$ cat config.mk
export PLATFORM = sky130hd
export DESIGN_NAME = fifo_stream_ctrl
export DESIGN_NICKNAME = d
export VERILOG_FILES = /design/src/rtl/fifo_stream_ctrl.sv
export SDC_FILE = /design/constraint.sdc
export NUM_CORES = 1
export LEC_CHECK = 0
export ABC_AREA = 0
export CAP_MARGIN = 40
export CORE_UTILIZATION = 46
export CTS_BUF_LIST = sky130_fd_sc_hd__clkbuf_2 sky130_fd_sc_hd__clkbuf_4 sky130_fd_sc_hd__clkbuf_8
export DETAILED_ROUTE_END_ITERATION = 10
export PLACE_DENSITY = 0.85
export SETUP_SLACK_MARGIN = 0.02
export SYNTH_ARGS = -nofsm -noshare
export SYNTH_HDL_FRONTEND = slang
export SYNTH_SLANG_ARGS = --single-unit
$ cat constraint.sdc
create_clock -name clk -period 2.5 [get_ports clk]
set_input_delay 0.5 -clock clk [delete_from_list [all_inputs] [get_ports clk]]
set_output_delay 0.5 -clock clk [all_outputs]
set_load 0.1 [all_outputs]
$ cat src/rtl/fifo_stream_ctrl.sv
// fifo_stream_ctrl: sits between a word producer and a fixed-rate sample
// consumer. It primes the watermark FIFO, then issues paced single-cycle
// pops, latches each popped word as a sample, and flags starvation.
//
// Producer handshake: a word transfers on a rising clk edge when
// src_valid & src_ready are both high. src_ready never depends on src_valid,
// and the producer must hold src_data stable while src_valid is high and
// src_ready is low.
module fifo_stream_ctrl #(
  parameter int WRITE_W = 16,
  parameter int READ_W  = 24,
  parameter int CLK_DIV = 1042,
  parameter int SETTLE  = 3
) (
  input  logic               clk,
  input  logic               rst_n,
  input  logic               enable,
  input  logic               src_valid,
  output logic               src_ready,
  input  logic [WRITE_W-1:0] src_data,
  output logic               fifo_we,
  output logic [WRITE_W-1:0] fifo_din,
  output logic               fifo_clear,
  output logic               fifo_pop_front,
  input  logic [READ_W-1:0]  fifo_dout,
  input  logic               fifo_buf_hw,
  input  logic               fifo_buf_lw,
  output logic [READ_W-1:0]  sample_out,
  output logic               sample_valid,
  output logic               refill_irq,
  output logic [15:0]        underrun_cnt,
  output logic [1:0]         state_o
);

  typedef enum logic [1:0] {
    IDLE  = 2'd0,
    PRIME = 2'd1,
    RUN   = 2'd2
  } state_t;

  localparam int SETTLE_W = (SETTLE < 2) ? 1 : $clog2(SETTLE + 1);
  localparam logic [SETTLE_W-1:0] SETTLE_LOAD = SETTLE_W'(SETTLE);
  localparam logic [15:0] TICK_LAST = 16'(CLK_DIV - 1);

  state_t              r_state;
  logic [SETTLE_W-1:0] r_settle;
  logic [15:0]         r_tick;
  logic [READ_W-1:0]   r_sample;
  logic                r_sample_valid;
  logic                r_pop;
  logic [15:0]         r_underrun_cnt;

  logic w_settling;
  logic w_tick;

  assign w_settling = (r_settle != '0);
  assign w_tick     = (r_state == RUN) && (r_tick == TICK_LAST);

  // Producer-side decode: flags are ignored while the settle window runs
  // because they still reflect the FIFO contents from before the clear.
  always_comb begin
    src_ready = 1'b0;
    case (r_state)
      PRIME:   src_ready = w_settling | ~fifo_buf_hw;
      RUN:     src_ready = ~fifo_buf_hw;
      default: src_ready = 1'b0;
    endcase
  end

  assign fifo_we        = src_valid & src_ready;
  assign fifo_din       = src_data;
  assign fifo_clear     = (r_state == IDLE);
  assign refill_irq     = (r_state == RUN) & fifo_buf_lw;
  assign fifo_pop_front = r_pop;
  assign sample_valid   = r_sample_valid;
  assign sample_out     = r_sample;
  assign underrun_cnt   = r_underrun_cnt;
  assign state_o        = r_state;

  // Sequencing FSM with registered pop/sample strobes and starvation counter.
  always_ff @(posedge clk or negedge rst_n) begin
    if (!rst_n) begin
      r_state        <= IDLE;
      r_settle       <= '0;
      r_tick         <= '0;
      r_sample       <= '0;
      r_sample_valid <= 1'b0;
      r_pop          <= 1'b0;
      r_underrun_cnt <= '0;
    end else begin
      r_sample_valid <= 1'b0;
      r_pop          <= 1'b0;
      if (!enable) begin
        // Stopping drops any pop that would have fired this cycle.
        r_state  <= IDLE;
        r_settle <= '0;
        r_tick   <= '0;
      end else begin
        case (r_state)
          IDLE: begin
            r_state  <= PRIME;
            r_settle <= SETTLE_LOAD;
          end
          PRIME: begin
            if (w_settling) begin
              r_settle <= r_settle - 1'b1;
            end else if (fifo_buf_hw) begin
              r_state <= RUN;
              r_tick  <= '0;
            end
          end
          RUN: begin
            if (w_tick) begin
              r_tick         <= '0;
              r_sample       <= fifo_dout;
              r_sample_valid <= 1'b1;
              r_pop          <= 1'b1;
              if (fifo_buf_lw && !src_valid && (r_underrun_cnt != 16'hFFFF)) begin
                r_underrun_cnt <= r_underrun_cnt + 16'd1;
              end
            end else begin
              r_tick <= r_tick + 16'd1;
            end
          end
          default: begin
            r_state <= IDLE;
          end
        endcase
      end
    end
  end

endmodule

======== Yosys cells after proc, flatten, opt, wreduce, memory -nomap -nowiden ========
Index checks and enable logic that the tools add are counted.
cells by class
  bitwise logic cells ..................... 4
  reductions and logical operators ........ 11
  add/sub/neg operators ................... 3
  equal/unequal tests ..................... 10
  mux-type cells .......................... 16
operator list
  kind                                                                 count
  16-bit 2-to-1 mux                                                    4
  16-bit by 1-bit adder with 16-bit output (second input constant)     2
  16-bit one-hot mux with 2 select lines                               1
  16-bit by 11-bit == test with 1-bit output (second input constant)   1
  16-bit != test (second input constant)                               1
  2-bit 2-to-1 mux                                                     5
  3-bit != test (second input constant)                                3
  3-bit AND reduction                                                  3
  3-bit by 1-bit != test with 1-bit output (second input constant)     2
  2-bit one-hot mux with 3 select lines                                1
  2-bit one-hot mux with 2 select lines                                1
  4-bit AND reduction                                                  1
  1-bit logical AND                                                    3
  1-bit 2-to-1 mux                                                     3
  1-bit AND                                                            2
  2-bit by 1-bit == test with 1-bit output (second input constant)     1
  2-bit == test (second input constant)                                1
  2-bit logical NOT                                                    1
  2-bit != test (second input constant)                                1
  1-bit one-hot mux with 2 select lines                                1
  2-bit AND reduction                                                  1
  2-bit nonzero test                                                   1
  2-bit by 1-bit subtractor with 2-bit output (second input constant)  1
  1-bit logical NOT                                                    1
  2 further kinds                                                      2
word-level totals
  input port bits ......................... 46
  word-level logic and storage cells ...... 50
  output and inout bits ................... 64
  flip-flop bits (word level) ............. 61

======== Longest topological paths before layout ========
  depth after elaboration ................. 5
  gate-level depth with buffers ........... 8
  mapped depth without buffers ............ 7

======== Worst setup path after synthesis ========
Ideal clock, no wire load.
  path type ............................... register to output
  start ................................... reg r_state[0] (netlist: state_o[0])
  end ..................................... out fifo_we
  cell stages (with the launch flop) ...... 5
  buffers on the path ..................... 0
  data required time ...................... 2.000 ns
  setup slack ............................. -1.157 ns
  arrival ................................. 3.157 ns
  cells stage by stage .................... dfrtp_1 > ha_1 > a21boi_0 > o21a_1 > and2_1
between the ends
  cells in the longest elaborated chain, start to end .. 3
  elaborated cells between the ends (all ways) .. 4
  those cells by class .................... 2 x eq/ne; 1 x mux; 1 x bitwise
RTL lines
  element                                                                    RTL line  RTL
  start: declaration                                                         45        state_t r_state;
  start signal: assignment                                                   83        r_state <= IDLE;
  start signal: assignment                                                   95        r_state <= IDLE;
  start signal: assignment                                                   101       r_state <= PRIME;
  2-bit == test or 2-bit by 1-bit == test with 1-bit output (tied branches)  63        case (r_state)
  1-bit one-hot mux with 2 select lines *                                    63
  via src_ready                                                              19        output logic src_ready,
  1-bit AND *                                                                70        assign fifo_we = src_valid & src_ready;
  end: declaration                                                           21        output logic fifo_we,
The timed path passes the listed nets; every way through them passes the cells marked *.

======== Worst setup path after layout ========
  start ................................... reg r_state[1] (netlist: state_o[1])
  end ..................................... out fifo_we
between the ends
  cells in the longest elaborated chain, start to end .. 3
  elaborated cells between the ends (all ways) .. 4
  those cells by class .................... 2 x eq/ne; 1 x mux; 1 x bitwise
RTL lines
  element                                                                    RTL line
  2-bit == test or 2-bit by 1-bit == test with 1-bit output (tied branches)  63
  1-bit one-hot mux with 2 select lines *                                    63
  1-bit AND *                                                                70
Mark *: on every way between the ends. The rest lies on a longest branch, timed or not.

==> run metrics <==
layout cell share with drive strength beyond 1=31.2%; P_leak=1.86 nW; Highest Clock Rate=0.431 GHz; Setup crit start kind=register; Initial Util=48.1%; vias in the first global route=2364; Core Area=0.00639 mm^2; ys flop type=dfrtp_1; Die Y=83.7 um; CP peak stage delay=0.42 ns; Clock Sinks=61; grt met2 use=34.0%; crit path DAT=1.82 ns; Post-Syn Area=0.00307 mm^2; mean post-synth cell area=10.9 um^2; met3 Usage GRT=5.84%; Antenna Violating Nets Remaining=0; worst skew pair latency=0.34 ns; full die area=0.00701 mm^2; RR Startpoint=r_tick[1]; gpl congestion=0.776; critical path type=register to output pin; CP max FO=6; Post-CTS Setup Repair Bufs=0; post-synthesis register bit count=61; footprint of the multi-input gates=0.00138 mm^2; M1 GR Usage=24.4%; status=finished clean; Root Buffer=clkbuf_8; first-pass GRT wire length=11200 um; post-synthesis net count=335; Seq/Total Area, Yosys=49.7%; routed via count=2357; Synth async-reset ratio=100%; Routed WL=6550 um; final hold vios=0; drt wl/cell=15.1 um; Clock Tree Buf Depth=2; Ports=110; Pre-Repair DR Iteration Count=4; worst hold path class=input pin to asynchronous set/reset pin; number of fill cells in the layout=500; Layout Nets=405; RSZ-0062 raised after global routing=no; Tot Pwr=2.75 mW; family with the most delay on the worst path=flip-flops; commonest non-fill, non-tap cell in the layout=dfrtp_1; Final Setup Violations=0; Placed Area=0.00376 mm^2; reg2reg path depth=6; Max VDD drop=429 uV; placed insts=417; Die X=83.7 um; Buf+Inv Stages, Crit Path=2; CP max stage cell=dfrtp_2; # port buffers=77; Final Cell Area=0.00399 mm^2; FF-to-FF setup slack=0.28 ns; Yosys warnings=0; FF-to-FF End=underrun_cnt[1]; TritonCTS clock tree=built; min cycle time layout=2.32 ns; Worst-Margin Slew=0.679 ns; Mapped Cells=281; crit path cell chain=inv_1, ha_1, a21boi_2, o21a_4, and2_4, buf_12; Period Utilization, post-route=92.9%; final setup skew=0.00717 ns; Final Non-Filler Cells=433; Most Crowded Layer GR=met2; number of synthesized flops with an enable pin=0; Pwr Density=691 mW/mm^2; most frequent cells in the layout=dfrtp_1 (57), buf_4 (49), clkdlybuf4s50_1 (28); CP Depth=6; Pins Over Slew Limit=0; worst relative slew slack=54.3%; Reg area=0.00153 mm^2; total CTS buffers=9; antenna violations before repair=0; Post-CTS Hold Buffers=0; WP data required=2.00 ns; count of cell types in the netlist=42; largest net degree at the start of global routing=25; Max H-tree Level=3; number of max-cap violations=0; CP endpoint=fifo_we; vias per cell=5.44; GRT Total Usage=20.2%; 1st-iter DRT viols=113; area grow syn2layout=29.9%; num rows=29; Diodes inserted=0; CP startpoint=state_o[1]; Remaining Overflow, GRT=0; Worst-path clk slew=0.07 ns; DRC violations left=0; CP Capture Type=output pin; Post-DP HPWL=4680 um
power breakdown:
part	total (mW)	leakage (nW)	switching, mW	internal [mW]
clock network	0.982	0.110	0.416	0.566
registers	1.05	0.841	0.0289	1.02
logic	0.723	0.904	0.486	0.237
total	2.75	1.86	0.931	1.82
final cells by class:
type                            count  share of cell area, %
Timing Repair Buffer               82                   18.4
Inverter                            7                  0.659
Sequential cell                    61                   38.4
Clock buffer                        9                   3.11
Multi-Input combinational cell    190                   34.5
Clock inverter                      7                   2.48
Tap cell                           77                   2.42
worst register-to-register path, cell delays in order, from the launching register on:
cell,delay [ns]
dfrtp_1,0.42
inv_1,0.08
ha_1,0.16
nor4b_1,0.32
nand4_2,0.31
a211oi_4,0.45
mux2_1,0.37
cell families (layout without fill, tap and decap cells):
kind of cell / Yosys count / in the layout / share of synthesized area, %
AO/OA/AOI/OAI: 28 / 28 / 6.03
XOR/XNOR: 18 / 18 / 5.13
adder cells (fa/ha/maj): 8 / 8 / 3.26
buffers and inverters: 30 / 105 / 5.95
flip-flops: 61 / 61 / 49.7
multiplexers: 26 / 26 / 9.54
AND/OR/NAND/NOR: 110 / 110 / 20.4
state kept, by name, summed over array words and instances (netlist names):
signal          count
r_tick             16
sample_out         24
state_o             2
fifo_pop_front      1
underrun_cnt       16
r_settle            2
layer usage:
layer  part of all wire, %  routed length [um]  vias to the layer above
met1                    42                2770                     1166
met2                    51                3360                       60
met3                   4.9                 324                       15
met4                   1.5                  99                        0
met5                     0                   0                        -
li1                      -                   -                     1116
worst min-delay path by stage:
| stage | start | end | slack (ns) | cells past startpoint |
|---|---|---|---|---|
| 6_report | rst_n | sample_out[18] | 0.11 | 1 |
| 2_1_floorplan | rst_n | fifo_pop_front | 0.20 | 0 |
| 5_1_grt | rst_n | sample_out[1] | 0.15 | 1 |
| 3_5_place_dp | rst_n | r_tick[13] | 0.50 | 1 |
| 4_1_cts | rst_n | sample_out[18] | 0.12 | 1 |
| 3_3_place_gp | rst_n | r_tick[13] | 0.49 | 1 |
timing repair:
item,4_1_cts,5_1_grt
cloned,0,0
setup endpoints to repair,1,1
gates resized for setup,1,1
synth_stat cells, types with 8 or more instances:
cell type,n,area [um^2]
buf_4,17,128
dfrtp_1,61,1530
ha_1,8,100
mux2_2,25,282
nand2_1,25,93.8
nand3_1,15,75.1
nand4_1,11,68.8
nor2_1,12,45.0
o21ai_0,11,55.1
xnor2_1,12,105
per-stage QoR:
stage	hold slack, ns	utilization (%)	worst slack (ns)	TNS, ns
finish	0.110	62.4	0.177	0
global route	0.150	62.4	0.0356	0
CTS	0.124	62.4	0.0907	0
detailed placement	0.497	58.9	0.111	0
global placement	0.490	58.9	0.167	0
floorplan	0.204	-	-0.0348	-0.0348
(Power assumes the default switching activity.)
